==> src/rtl/pb_pkg.sv <==
// Shared types and default timing constants for the push-button conditioner.
package pb_pkg;

    typedef enum logic [1:0] {
        LOW    = 2'd0,
        CHK_HI = 2'd1,
        HIGH   = 2'd2,
        CHK_LO = 2'd3
    } pb_state_e;

    // Defaults assume a 50 MHz clock: 10 ms debounce, 500 ms first repeat, 100 ms repeat period.
    localparam int DB_CYCLES_DEF  = 500000;
    localparam int RPT_DELAY_DEF  = 25000000;
    localparam int RPT_PERIOD_DEF = 5000000;

    function automatic int max2(input int a, input int b);
        return (a > b) ? a : b;
    endfunction

endpackage

==> src/rtl/pb_conditioner_if.sv <==
// Push-button bundle: raw pins toward the conditioner, clean level/pulses back.
interface pb_conditioner_if #(
    parameter int N_PB = 5
);
    logic [N_PB-1:0] pb;
    logic [N_PB-1:0] pb_level;
    logic [N_PB-1:0] pb_press;
    logic [N_PB-1:0] pb_release;

    modport master (output pb, input pb_level, input pb_press, input pb_release);
    modport slave  (input pb, output pb_level, output pb_press, output pb_release);
endinterface

==> src/rtl/pb_debounce_ch.sv <==
// One debounce channel: LOW/CHK_HI/HIGH/CHK_LO FSM over a synchronized bit.
// Auto-repeat press pulses are built only when PB_REPEAT_EN is defined.
module pb_debounce_ch
    import pb_pkg::*;
#(
    parameter int DB_CYCLES  = DB_CYCLES_DEF,
    parameter int RPT_DELAY  = RPT_DELAY_DEF,
    parameter int RPT_PERIOD = RPT_PERIOD_DEF,
    localparam int CNT_W     = $clog2(DB_CYCLES + 1)
) (
    input  logic clk,
    input  logic rst,
    input  logic s,
    output logic level,
    output logic press,
    output logic rel
);

    if (DB_CYCLES < 2 || RPT_DELAY < 1 || RPT_PERIOD < 1) begin : g_bad_param
        $error("pb_debounce_ch: illegal timing parameters");
    end

    pb_state_e        state_q, state_d;
    logic [CNT_W-1:0] cnt_q, cnt_d;
    logic             cnt_done;
    logic             rpt_fire;
    logic             level_d, press_d, rel_d;

    assign cnt_done = (cnt_q == CNT_W'(DB_CYCLES - 1));

    always_ff @(posedge clk or posedge rst) begin
        if (rst) begin
            state_q <= LOW;
            cnt_q   <= '0;
        end else begin
            state_q <= state_d;
            cnt_q   <= cnt_d;
        end
    end

    // A sample matching the current level aborts a pending change and clears the count.
    always_comb begin
        state_d = state_q;
        cnt_d   = cnt_q;
        case (state_q)
            LOW: begin
                if (s) begin
                    state_d = CHK_HI;
                    cnt_d   = CNT_W'(1);
                end
            end
            CHK_HI: begin
                if (!s) begin
                    state_d = LOW;
                    cnt_d   = '0;
                end else if (cnt_done) begin
                    state_d = HIGH;
                    cnt_d   = '0;
                end else begin
                    cnt_d = cnt_q + CNT_W'(1);
                end
            end
            HIGH: begin
                if (!s) begin
                    state_d = CHK_LO;
                    cnt_d   = CNT_W'(1);
                end
            end
            CHK_LO: begin
                if (s) begin
                    state_d = HIGH;
                    cnt_d   = '0;
                end else if (cnt_done) begin
                    state_d = LOW;
                    cnt_d   = '0;
                end else begin
                    cnt_d = cnt_q + CNT_W'(1);
                end
            end
            default: begin
                state_d = LOW;
                cnt_d   = '0;
            end
        endcase
    end

    always_comb begin
        level_d = (state_d == HIGH) || (state_d == CHK_LO);
        press_d = ((state_q == CHK_HI) && s && cnt_done) || rpt_fire;
        rel_d   = (state_q == CHK_LO) && !s && cnt_done;
    end

    always_ff @(posedge clk or posedge rst) begin
        if (rst) begin
            level <= 1'b0;
            press <= 1'b0;
            rel   <= 1'b0;
        end else begin
            level <= level_d;
            press <= press_d;
            rel   <= rel_d;
        end
    end

`ifdef PB_REPEAT_EN
    localparam int RPT_W = $clog2(max2(RPT_DELAY, RPT_PERIOD) + 1);

    logic [RPT_W-1:0] rpt_cnt_q;
    logic             rpt_armed_q;
    logic             rpt_run, rpt_hit;

    // Counts only on confirmed-high samples; a pending release freezes it.
    assign rpt_run  = (state_q == HIGH) && s;
    assign rpt_hit  = rpt_armed_q ? (rpt_cnt_q == RPT_W'(RPT_PERIOD - 1))
                                  : (rpt_cnt_q == RPT_W'(RPT_DELAY - 1));
    assign rpt_fire = rpt_run && rpt_hit;

    always_ff @(posedge clk or posedge rst) begin
        if (rst) begin
            rpt_cnt_q   <= '0;
            rpt_armed_q <= 1'b0;
        end else if (state_q == LOW || state_q == CHK_HI) begin
            rpt_cnt_q   <= '0;
            rpt_armed_q <= 1'b0;
        end else if (rpt_fire) begin
            rpt_cnt_q   <= '0;
            rpt_armed_q <= 1'b1;
        end else if (rpt_run) begin
            rpt_cnt_q <= rpt_cnt_q + RPT_W'(1);
        end
    end
`else
    assign rpt_fire = 1'b0;
`endif

endmodule

==> src/rtl/pb_conditioner.sv <==
// Push-button input conditioning: 2-FF synchronizer plus one debounce channel per pin.
// Define PB_REPEAT_EN to add auto-repeat press pulses while a button is held.
module pb_conditioner
    import pb_pkg::*;
#(
    parameter int N_PB       = 5,
    parameter int DB_CYCLES  = DB_CYCLES_DEF,
    parameter int RPT_DELAY  = RPT_DELAY_DEF,
    parameter int RPT_PERIOD = RPT_PERIOD_DEF
) (
    input  logic             clk,
    input  logic             rst,
    pb_conditioner_if.slave  bus
);

    logic [N_PB-1:0] sync1_q, sync2_q;
    logic [N_PB-1:0] level_w, press_w, rel_w;

    always_ff @(posedge clk or posedge rst) begin
        if (rst) begin
            sync1_q <= '0;
            sync2_q <= '0;
        end else begin
            sync1_q <= bus.pb;
            sync2_q <= sync1_q;
        end
    end

    for (genvar i = 0; i < N_PB; i++) begin : g_ch
        pb_debounce_ch #(
            .DB_CYCLES  (DB_CYCLES),
            .RPT_DELAY  (RPT_DELAY),
            .RPT_PERIOD (RPT_PERIOD)
        ) u_ch (
            .clk   (clk),
            .rst   (rst),
            .s     (sync2_q[i]),
            .level (level_w[i]),
            .press (press_w[i]),
            .rel   (rel_w[i])
        );
    end

    assign bus.pb_level   = level_w;
    assign bus.pb_press   = press_w;
    assign bus.pb_release = rel_w;

endmodule

==> src/flat_wrapper.sv <==
// flat-port wrapper written by rule: the top's interface ports become plain ports
module pb_conditioner_flat import pb_pkg::*;
#(
    parameter int N_PB       = 5,
    parameter int DB_CYCLES  = DB_CYCLES_DEF,
    parameter int RPT_DELAY  = RPT_DELAY_DEF,
    parameter int RPT_PERIOD = RPT_PERIOD_DEF
)
  (clk, rst, bus_pb, bus_pb_level, bus_pb_press, bus_pb_release);
  pb_conditioner_if #(.N_PB(N_PB)) bus_i ();
  input  logic clk;
  input  logic rst;
  input wire logic [$bits(bus_i.pb)-1:0] bus_pb;
  output wire logic [$bits(bus_i.pb_level)-1:0] bus_pb_level;
  output wire logic [$bits(bus_i.pb_press)-1:0] bus_pb_press;
  output wire logic [$bits(bus_i.pb_release)-1:0] bus_pb_release;
  assign bus_i.pb = bus_pb;
  assign bus_pb_level = bus_i.pb_level;
  assign bus_pb_press = bus_i.pb_press;
  assign bus_pb_release = bus_i.pb_release;
  pb_conditioner #(.N_PB(N_PB), .DB_CYCLES(DB_CYCLES), .RPT_DELAY(RPT_DELAY), .RPT_PERIOD(RPT_PERIOD)) u_core (.clk(clk), .rst(rst), .bus(bus_i));
endmodule
==> config.mk <==
export PLATFORM = sky130hd
export DESIGN_NAME = pb_conditioner_flat
export DESIGN_NICKNAME = d
export VERILOG_FILES = /design/src/rtl/pb_pkg.sv /design/src/rtl/pb_conditioner_if.sv /design/src/rtl/pb_debounce_ch.sv /design/src/rtl/pb_conditioner.sv /design/src/flat_wrapper.sv
export SDC_FILE = /design/constraint.sdc
export NUM_CORES = 1
export LEC_CHECK = 0
export ABC_AREA = 1
export CAP_MARGIN = 0
export CORE_MARGIN = 3
export CORE_UTILIZATION = 35
export CTS_BUF_LIST = sky130_fd_sc_hd__clkbuf_8
export CTS_CLUSTER_DIAMETER = 80
export DETAILED_ROUTE_END_ITERATION = 6
export GPL_TIMING_DRIVEN = 0
export PLACE_DENSITY = 0.61
export SLEW_MARGIN = 20
export SYNTH_ARGS = -nofsm -noshare
export SYNTH_HDL_FRONTEND = slang
export SYNTH_HIERARCHICAL = 1
export SYNTH_SLANG_ARGS = --single-unit
==> constraint.sdc <==
create_clock -name clk -period 1.7 [get_ports clk]
set_clock_uncertainty 0.05 [all_clocks]
set_input_delay 0.17 -clock clk [delete_from_list [all_inputs] [get_ports clk]]
set_output_delay 0.17 -clock clk [all_outputs]
set_load 0.005 [all_outputs]
==> results of run 1 <==
cells by family (layout without fill, tap and decap cells):
family,Yosys count,after routing
AND/OR/NAND/NOR,558,558
buffers and inverters,145,202
flip-flops,130,130
AO/OA/AOI/OAI,58,58
XOR/XNOR,39,39
adder cells (fa/ha/maj),5,5
placed cells by master, fill, tap and decap left out, drive strengths merged:
cell type and n:
inv 140, o21bai 1, nand3 82, ha 5, nor2 197, buf 9
clkbuf 17, nor3 5, xor2 34, dfrtp 130, o21ai 40, clkinvlp 3
clkinv 10, a21oi 12, nand4 14, clkdlybuf4s50 21, xnor2 5, o22ai 1
a31oi 4, bufinv 2, nand3b 1, nand2 259
registers in the layout, indices dropped and copies added, names as in the netlist:
name / flops
u_core/g_ch.u_ch/cnt_q: 95
u_core/g_ch.u_ch/state_q: 10
u_core/g_ch.u_ch/level: 5
u_core/g_ch.u_ch/press: 5
u_core/g_ch.u_ch/rel: 5
u_core/sync1_q: 5
u_core/sync2_q: 5
worst max-delay path, delay by kind of cell, from the launching register on:
| kind | cells | cell delay, ps |
|---|---|---|
| buffers and inverters | 2 | 180 |
| and+or+nand+nor | 7 | 660 |
| adders and majority gates | 1 | 210 |
| DFF | 1 | 400 |
per-stage QoR:
stage / hold WS, ps / TNS (ps) / total power [mW] / utilization (%)
global placement: 284 / -0.889 / 3.68 / 38.4
global route: 93.2 / -2.37 / 6.54 / 40.8
CTS: 63.9 / 0 / 6.33 / 40.4
detailed placement: 288 / -42.4 / 3.69 / 38.4
finish: 101 / 0 / 6.24 / 40.8
floorplan: -39.8 / 0 / 3.57 / -
how the worst min path moves through the flow:
stage | start | endpoint | slack [ps] | cells after the start
after floorplan | rst | u_core/sync1_q[0]$_DFF_PP0_ | -40 | 1
after global placement | u_core/sync1_q[2]$_DFF_PP0_ | u_core/sync2_q[2]$_DFF_PP0_ | 280 | 0
after detailed placement | u_core/sync1_q[4]$_DFF_PP0_ | u_core/sync2_q[4]$_DFF_PP0_ | 290 | 0
after CTS | bus_pb[2] | u_core/sync1_q[2]$_DFF_PP0_ | 60 | 1
after global routing | bus_pb[2] | u_core/sync1_q[2]$_DFF_PP0_ | 90 | 1
final | bus_pb[2] | u_core/sync1_q[2]$_DFF_PP0_ | 100 | 1
power by group:
group / internal (mW) / leakage (nW) / switching [mW]
Sequential: 3.15 / 1.76 / 0.0516
Clock: 1.31 / 0.192 / 1.28
Combinational: 0.138 / 1.82 / 0.306
cell type report:
cell class / instances / area (sq um)
tap: 270 / 338
multi-input combinational: 660 / 3480
clock buffer: 17 / 234
inverter: 140 / 553
buffer: 5 / 41.3
fill: 2063 / 12100
sequential: 130 / 3250
timing repair buffer: 25 / 240
clock inverter: 15 / 159
per-layer routing:
layer	routed length (microns)	vias up	track usage, %	share of wire (%)
li1	-	2986	-	-
met1	7290	2612	19.4	50
met2	6630	55	22.0	46
met3	378	15	2.68	2.6
met4	187	0	4.94	1.3
met5	0	-	0	0
what timing repair did:
item	4_1_cts	5_1_grt
resized for setup	1	13
endpoints found under the hold margin	0	0
pin swaps	0	2
endpoints found under the setup margin	1	48
setup buffers	0	4
==> results.toml, run 1 <==
[placement]
place_inst = 1226
portBuffers = 21
place_ws_ps = -25.1
dpl_cell_area_sq_mm = 0.00783
dpl.hpwl_microns = 10600
place.gp.congestion = 0.826

[timing]
fin_crit_ps = 1600
fmax_mhz = 626
setup_viol = 0
setup_ws_ps = 102
max_slew_margin_pct = 36.3
worst_slew_pin_slew_ps = 954
slew_violations = 0
post-route-period-util_pct = 94.0
hold_violations = 0

[yosys]
synth_xor_xnor_area_share_pct = 4.69
ys_async_sr_fraction_pct = 100
synth_nets = 947
ys_warn_count = 6
syn-mean-instance-area_sq_um = 7.79
yosys-top-cells-area = "dfrtp_1 (45%), nand2_1 (12%), inv_1 (6.4%)"
synth-seq-cells = 130
synthMuxAreaShare_pct = 0
synth_top_family_by_area = "simple AND/OR/NAND/NOR gates"
synth_common_cells = "nand2_1 (232), dfrtp_1 (130), inv_1 (125), nor2_1 (115), nor2_2 (65)"
ys.flop_type = "dfrtp_1"
synth.most_common_cell = "nand2_1"
yosys.area.top_type = "dfrtp_1"
yosys.area.top_type_share_pct = 44.7
syn_area_sq_mm = 0.00728
synth_compound_area_share_pct = 4.11
yosys.cell_types.count = 29
yosys.area_share.adder_pct = 0.859
ys_seq_area_share_pct = 44.7
syn_inst = 935
synth-edff-count = 0
synth_simple_gate_area_share_pct = 37.6

[floorplanning]
fp-row-count = 52
fp.dieW_microns = 150
dieHeight_microns = 150
die_area_sq_mm = 0.0226
io-pin-count = 22
start_util_pct = 35.7
core_sq_mm = 0.0204

[finish]
finalInstanceArea_sq_mm = 0.00830
areaGrowthSynthToFinish_pct = 14.0
fin_cells = 1262
drive_gt1_share_pct = 19.1
nNetsFinal = 991
diodes = 0

[power_and_ir_drop]
p_leak_nw = 3.78
peakVddDrop_mv = 0.578
p_per_area_mw_per_mm2 = 752

[clocking]
clk_latency_ps = 450
cts_buffer_depth = 2
htreeDepth = 4
cts_buffers = 17
clock_sinks = 130
hold_buffers = 0
cts_root_buf = "clkbuf_8"
path_clk_slew_ps = 80
tritoncts = "yes"

[grt]
grt_pass1_vias = 5432
grt_max_degree = 25
track_usage_pct = 14.0
overflow = 0
antenna_found_initial = 0
grt_pass1_wl_microns = 25600

[worst_setup_path]
worst_setup_path_start_kind = "register"
cp.required_ps = 1990
crit_type = "reg2reg"
worst_path_max_delay_cell = "dfrtp_1"
crit_path_start = "u_core/g_ch[3].u_ch/cnt_q[0]$_DFFE_PP0P_"
crit_path_max_incr_delay_ps = 400
reg2reg_to = "u_core/g_ch[3].u_ch/cnt_q[4]$_DFFE_PP0P_"
endpoint = "u_core/g_ch[3].u_ch/cnt_q[4]$_DFFE_PP0P_"
endpoint_kind = "register"
timing.rr.start = "u_core/g_ch[3].u_ch/cnt_q[0]$_DFFE_PP0P_"
r2r_setup_slack_ps = 100
rr_worst_depth = 10
crit_chain = "ha_2 -> nand2_2 -> inv_2 -> nand2_1 -> nor2_2 -> nand3_2 -> nand2_4 -> nand2_4 -> inv_4 -> nor2_2"
cp_data_arrival_time_ps = 1890
cp_max_fo = 9

[hold_path]
hp-class = "in2reg"

[route]
drtIter0Drc = 318
drc = 0
ant_nets = 0
dr.pass1.iters = 4
dr_total_vias = 5668
wl_per_cell_microns = 11.5
drt-total-wl_microns = 14500
vias_per_cell = 4.49

[status]
status = "complete, no violations"

[run]
maxCapViolCount = 0
Note: power is estimated with default switching activity, not from simulation.
==> run 2: changes to the inputs <==
Settings changed: PLACE_DENSITY 0.61 to 0.51.
Clock period 1.7 ns to 1.8 ns, I/O delays scaled along.
==> run 2 against run 1 <==
Compared with the run above: maximum frequency is 4.5% lower; critical path depth unchanged; register-to-register slack improved by 30 ps; largest cell class unchanged.
==> results.toml, run 2 (synthesis results as in run 1) <==
[grt]
grt_max_degree = 25
grt_pass1_vias = 5321
track_usage_pct = 14.7
antenna_found_initial = 0
overflow = 0
grt_pass1_wl_microns = 26500

[clocking]
clk_latency_ps = 440
cts_buffer_depth = 2
post_cts_buffers = 0
clock_sinks = 130
cts_buffers = 17
htreeDepth = 4
path_clk_slew_ps = 80
tritoncts = "yes"
cts_root_buf = "clkbuf_8"

[finish]
final_cell_mix = "nand2_1 (232), dfrtp_1 (129), inv_1 (124), nor2_1 (115), nor2_2 (64)"
top_register = "u_core/g_ch.u_ch/cnt_q"
diodes = 0
reg.largest.list = "u_core/g_ch.u_ch/cnt_q: 95 flops, u_core/g_ch.u_ch/state_q: 10 flops"
fin_cells = 1258
final_common_cell = "nand2_1"
areaGrowthSynthToFinish_pct = 14.1
drive_gt1_share_pct = 18.3
finalInstanceArea_sq_mm = 0.00831
nNetsFinal = 987
largest_reg_flops = 95

[timing]
hold_violations = 0
slew_violations = 0
fin_crit_ps = 1670
max_slew_margin_pct = 34.7
post-route-period-util_pct = 92.9
fmax_mhz = 598
worst_slew_pin_slew_ps = 979
setup_ws_ps = 128
fin_setup_tns_ps = 0
setup_viol = 0
rsz0062_at_grt = "false"

[worst_setup_path]
worst_path_max_delay_cell = "dfrtp_1"
crit_chain = "ha_1 -> nand2_2 -> inv_2 -> nand2_1 -> nor2_2 -> nand3_2 -> nand2_2 -> nand2_4 -> inv_4 -> nor2_2"
cp.depth = 10
worst_setup_path_start_kind = "register"
crit_type = "reg2reg"
cp_data_arrival_time_ps = 1950
path_buf_inv = 2
cp_max_fo = 9
rr_worst_depth = 10
crit_path_max_incr_delay_ps = 400
cp_top_family = "simple AND/OR/NAND/NOR gates"
endpoint_kind = "register"
cp.required_ps = 2080

[hold_path]
hold_depth = 1
hp-class = "in2reg"

[floorplanning]
core_sq_mm = 0.0204
io-pin-count = 22
die_area_sq_mm = 0.0226
start_util_pct = 35.7
dieHeight_microns = 150
fp-row-count = 52
fp.dieW_microns = 150

[power_and_ir_drop]
p_per_area_mw_per_mm2 = 764
p_total_mw = 6.35
peakVddDrop_mv = 0.359
p_leak_nw = 3.77

[route]
dr.pass1.iters = 5
wl_per_cell_microns = 12.1
vias_per_cell = 4.48
drtIter0Drc = 370
dr_total_vias = 5630
drc = 0
drt-total-wl_microns = 15200
ant_nets = 0

[placement]
place_ws_ps = 33.0
dpl_cell_area_sq_mm = 0.00783
place.gp.congestion = 0.825
place_inst = 1226
dpl.hpwl_microns = 10900
portBuffers = 21

[run]
maxCapViolCount = 0

[status]
status = "complete, no violations"
[run 2: where the power goes]
| part | leakage (nW) | total (mW) | switching (mW) | internal, mW |
|---|---|---|---|---|
| Sequential | 1.76 | 3.03 | 0.0545 | 2.98 |
| Clock | 0.224 | 2.92 | 1.20 | 1.72 |
| Combinational | 1.78 | 0.397 | 0.281 | 0.116 |
[run 2: stage by stage]
step | hold WS [ps] | utilization, %
after floorplan | -29.8 | -
after CTS | 83.9 | 40.7
final | 123 | 40.8
after detailed placement | 288 | 38.4
after global placement | 285 | 38.4
after global routing | 81.0 | 40.8
[run 2: final cells by class]
type / instances / area [sq um]
flip-flops and latches: 130 / 3250
repair buffers: 21 / 210
well taps: 270 / 338
inverters: 140 / 548
multi-input cells: 660 / 3440
clock buffers: 19 / 262
fillers: 2099 / 12100
clock inverters: 13 / 208
plain buffers: 5 / 41.3
[run 2: repair_timing]
item,in CTS,in global routing
gates resized for setup,0,4
hold buffers,0,0
hold endpoints to repair,0,0
endpoints found under the setup margin,0,3
[run 2: metal layers]
metal / vias to the layer above / part of all wire (%) / track usage [%]
met4: 0 / 1.5 / 5.03
met5: - / 0 / 0
met1: 2571 / 54 / 22.0
li1: 2970 / - / -
met3: 16 / 2.6 / 3.07
met2: 73 / 42 / 21.0
[run 2: worst paths after layout]
kind,slack (ps),end,startpoint
min reg2reg,300,u_core/sync2_q[4]$_DFF_PP0_,u_core/sync1_q[4]$_DFF_PP0_
max in group asynchronous,590,u_core/g_ch[4].u_ch/cnt_q[0]$_DFFE_PP0P_,rst
max reg2reg,130,u_core/g_ch[3].u_ch/cnt_q[4]$_DFFE_PP0P_,u_core/g_ch[3].u_ch/cnt_q[0]$_DFFE_PP0P_
min in group asynchronous,220,u_core/sync1_q[3]$_DFF_PP0_,rst
max,130,u_core/g_ch[3].u_ch/cnt_q[4]$_DFFE_PP0P_,u_core/g_ch[3].u_ch/cnt_q[0]$_DFFE_PP0P_
min,120,u_core/sync1_q[3]$_DFF_PP0_,bus_pb[3]
==> run 3: changes to the inputs <==
Settings changed: SKIP_CTS_REPAIR_TIMING set to 1, SLEW_MARGIN 20 to unset.
==> run 3 against run 2 <==
Compared with the run above: non-clock buffer count did not move; via count barely moved; first-iteration DRC count unchanged; wire length about the same; critical path depth is the same; critical path type unchanged.
==> results.toml, run 3 (synthesis results as in run 1) <==
[worst_setup_path]
reg2reg_to = "u_core/g_ch[3].u_ch/cnt_q[4]$_DFFE_PP0P_"
crit_path_max_incr_delay_ps = 400
worst_setup_path_start_kind = "register"
worst_path_max_delay_cell = "dfrtp_1"
r2r_setup_slack_ps = 130
crit_type = "reg2reg"
cp_max_fo = 9
timing.rr.start = "u_core/g_ch[3].u_ch/cnt_q[0]$_DFFE_PP0P_"
path_buf_inv = 2
cp_top_family = "simple AND/OR/NAND/NOR gates"
cp_data_arrival_time_ps = 1950
crit_chain = "ha_1 -> nand2_2 -> inv_2 -> nand2_1 -> nor2_2 -> nand3_2 -> nand2_2 -> nand2_4 -> inv_4 -> nor2_2"
cp.required_ps = 2080
rr_worst_depth = 10
endpoint_kind = "register"

[floorplanning]
core_sq_mm = 0.0204
fp-row-count = 52
io-pin-count = 22
fp.dieW_microns = 150
dieHeight_microns = 150
die_area_sq_mm = 0.0226
start_util_pct = 35.7

[timing]
fin_setup_tns_ps = 0
hold_violations = 0
fin_crit_ps = 1670
post-route-period-util_pct = 92.9
slew_violations = 0
rsz0062_at_grt = "false"
max_slew_margin_pct = 34.5
fmax_mhz = 598
timing.hold.ws_ps = 123
setup_viol = 0
worst_slew_pin_slew_ps = 981
setup_ws_ps = 128

[placement]
portBuffers = 21
place.gp.congestion = 0.825
dpl.hpwl_microns = 10900
dpl_cell_area_sq_mm = 0.00783
place_ws_ps = 33.0

[power_and_ir_drop]
p_per_area_mw_per_mm2 = 764
p_total_mw = 6.35
p_comb_share_pct = 6.2
p_leak_nw = 3.78
power.share.switching_pct = 24.2
p_int_mw = 4.81
p_clk_share_pct = 46.0
seq_power_share_pct = 47.8
net-switching-power_mw = 1.53
peakVddDrop_mv = 0.359

[clocking]
clk_latency_ps = 440
htreeDepth = 4
tritoncts = "yes"
cts_buffer_depth = 2
cts_buffers = 17
cts_root_buf = "clkbuf_8"
clock_sinks = 130
path_clk_slew_ps = 80

[route]
drtIter0Drc = 370
drc = 0
wl_per_cell_microns = 12.1
vias_per_cell = 4.48
drt-total-wl_microns = 15200
dr.pass1.iters = 5
dr_total_vias = 5632
ant_nets = 0

[finish]
final_cell_mix = "nand2_1 (232), dfrtp_1 (129), inv_1 (125), nor2_1 (115), nor2_2 (64)"
reg.largest.list = "u_core/g_ch.u_ch/cnt_q: 95 flops, u_core/g_ch.u_ch/state_q: 10 flops"
top_register = "u_core/g_ch.u_ch/cnt_q"
drive_gt1_share_pct = 18.3
nNetsFinal = 987
largest_reg_flops = 95
areaGrowthSynthToFinish_pct = 14.1
finalInstanceArea_sq_mm = 0.00831
n_fill_cell = 2099
final_common_cell = "nand2_1"
diodes = 0

[hold_path]
hp-class = "in2reg"
hp-start = "bus_pb[3]"
holdPathEnd = "u_core/sync1_q[3]$_DFF_PP0_"
hold_depth = 1

[status]
status = "complete, no violations"

[grt]
grt_max_degree = 25
antenna_found_initial = 0
overflow = 0
track_usage_pct = 14.7
grt_pass1_vias = 5321
grt_pass1_wl_microns = 26500

[run]
maxCapViolCount = 0
-- run 3: cell types whose count changed in the layout (fill, tap and decap cells not counted) --
cell,previous run,this run
clkinv_1,2,1
inv_1,124,125
-- run 3: cell type report --
| class | count | area [sq um] | share of cell area (%) |
|---|---|---|---|
| well taps | 270 | 338 | 4.07 |
| repair buffers | 21 | 210 | 2.53 |
| clock inverters | 13 | 208 | 2.50 |
| inverters | 140 | 548 | 6.60 |
| plain buffers | 5 | 41.3 | 0.497 |
| multi-input cells | 660 | 3440 | 41.5 |
| flip-flops and latches | 130 | 3250 | 39.2 |
| clock buffers | 19 | 262 | 3.15 |
-- run 3: layer usage --
| metal | global-route usage [%] | up-vias | share of wire, % |
|---|---|---|---|
| met5 | 0 | - | 0 |
| met3 | 3.07 | 16 | 2.6 |
| met2 | 21.0 | 73 | 42 |
| met1 | 22.0 | 2573 | 54 |
| met4 | 5.03 | 0 | 1.5 |
| li1 | - | 2970 | - |
-- run 3: stage by stage --
stage               util [%]  instances
floorplan                  -        935
global placement        38.4       1226
detailed placement      38.4       1226
CTS                     40.7       1258
global route            40.8       1258
finish                  40.8       1258
-- run 3: power by group through the flow --
stage | Clock [mW] | Sequential (mW) | Combinational (mW)
after floorplan | 0 | 3.07 | 0.309
after global placement | 0 | 3.09 | 0.404
after detailed placement | 0 | 3.09 | 0.405
after CTS | 3.02 | 3.03 | 0.408
after global routing | 3.16 | 3.04 | 0.459
final | 2.92 | 3.03 | 0.397
-- run 3: worst reg2reg max path: cells and delay by family (launching register included) --
kind	cells	cell delay [ps]
flops	1	400
fa+ha+maj	1	210
buf+inv	2	180
simple gates	7	720
-- run 3: worst max path at each step --
stage                                                     end  slack [ps]  depth (start not counted)                                      from
detailed placement   u_core/g_ch[1].u_ch/cnt_q[8]$_DFFE_PP0P_          30                          2                                       rst
floorplan            u_core/g_ch[0].u_ch/cnt_q[8]$_DFFE_PP0P_         400                         10  u_core/g_ch[0].u_ch/cnt_q[0]$_DFFE_PP0P_
global route         u_core/g_ch[2].u_ch/cnt_q[8]$_DFFE_PP0P_           2                         10  u_core/g_ch[2].u_ch/cnt_q[0]$_DFFE_PP0P_
CTS                 u_core/g_ch[4].u_ch/cnt_q[10]$_DFFE_PP0P_         120                          8  u_core/g_ch[4].u_ch/cnt_q[0]$_DFFE_PP0P_
global placement     u_core/g_ch[1].u_ch/cnt_q[8]$_DFFE_PP0P_          30                          2                                       rst
finish               u_core/g_ch[3].u_ch/cnt_q[4]$_DFFE_PP0P_         130                         10  u_core/g_ch[3].u_ch/cnt_q[0]$_DFFE_PP0P_
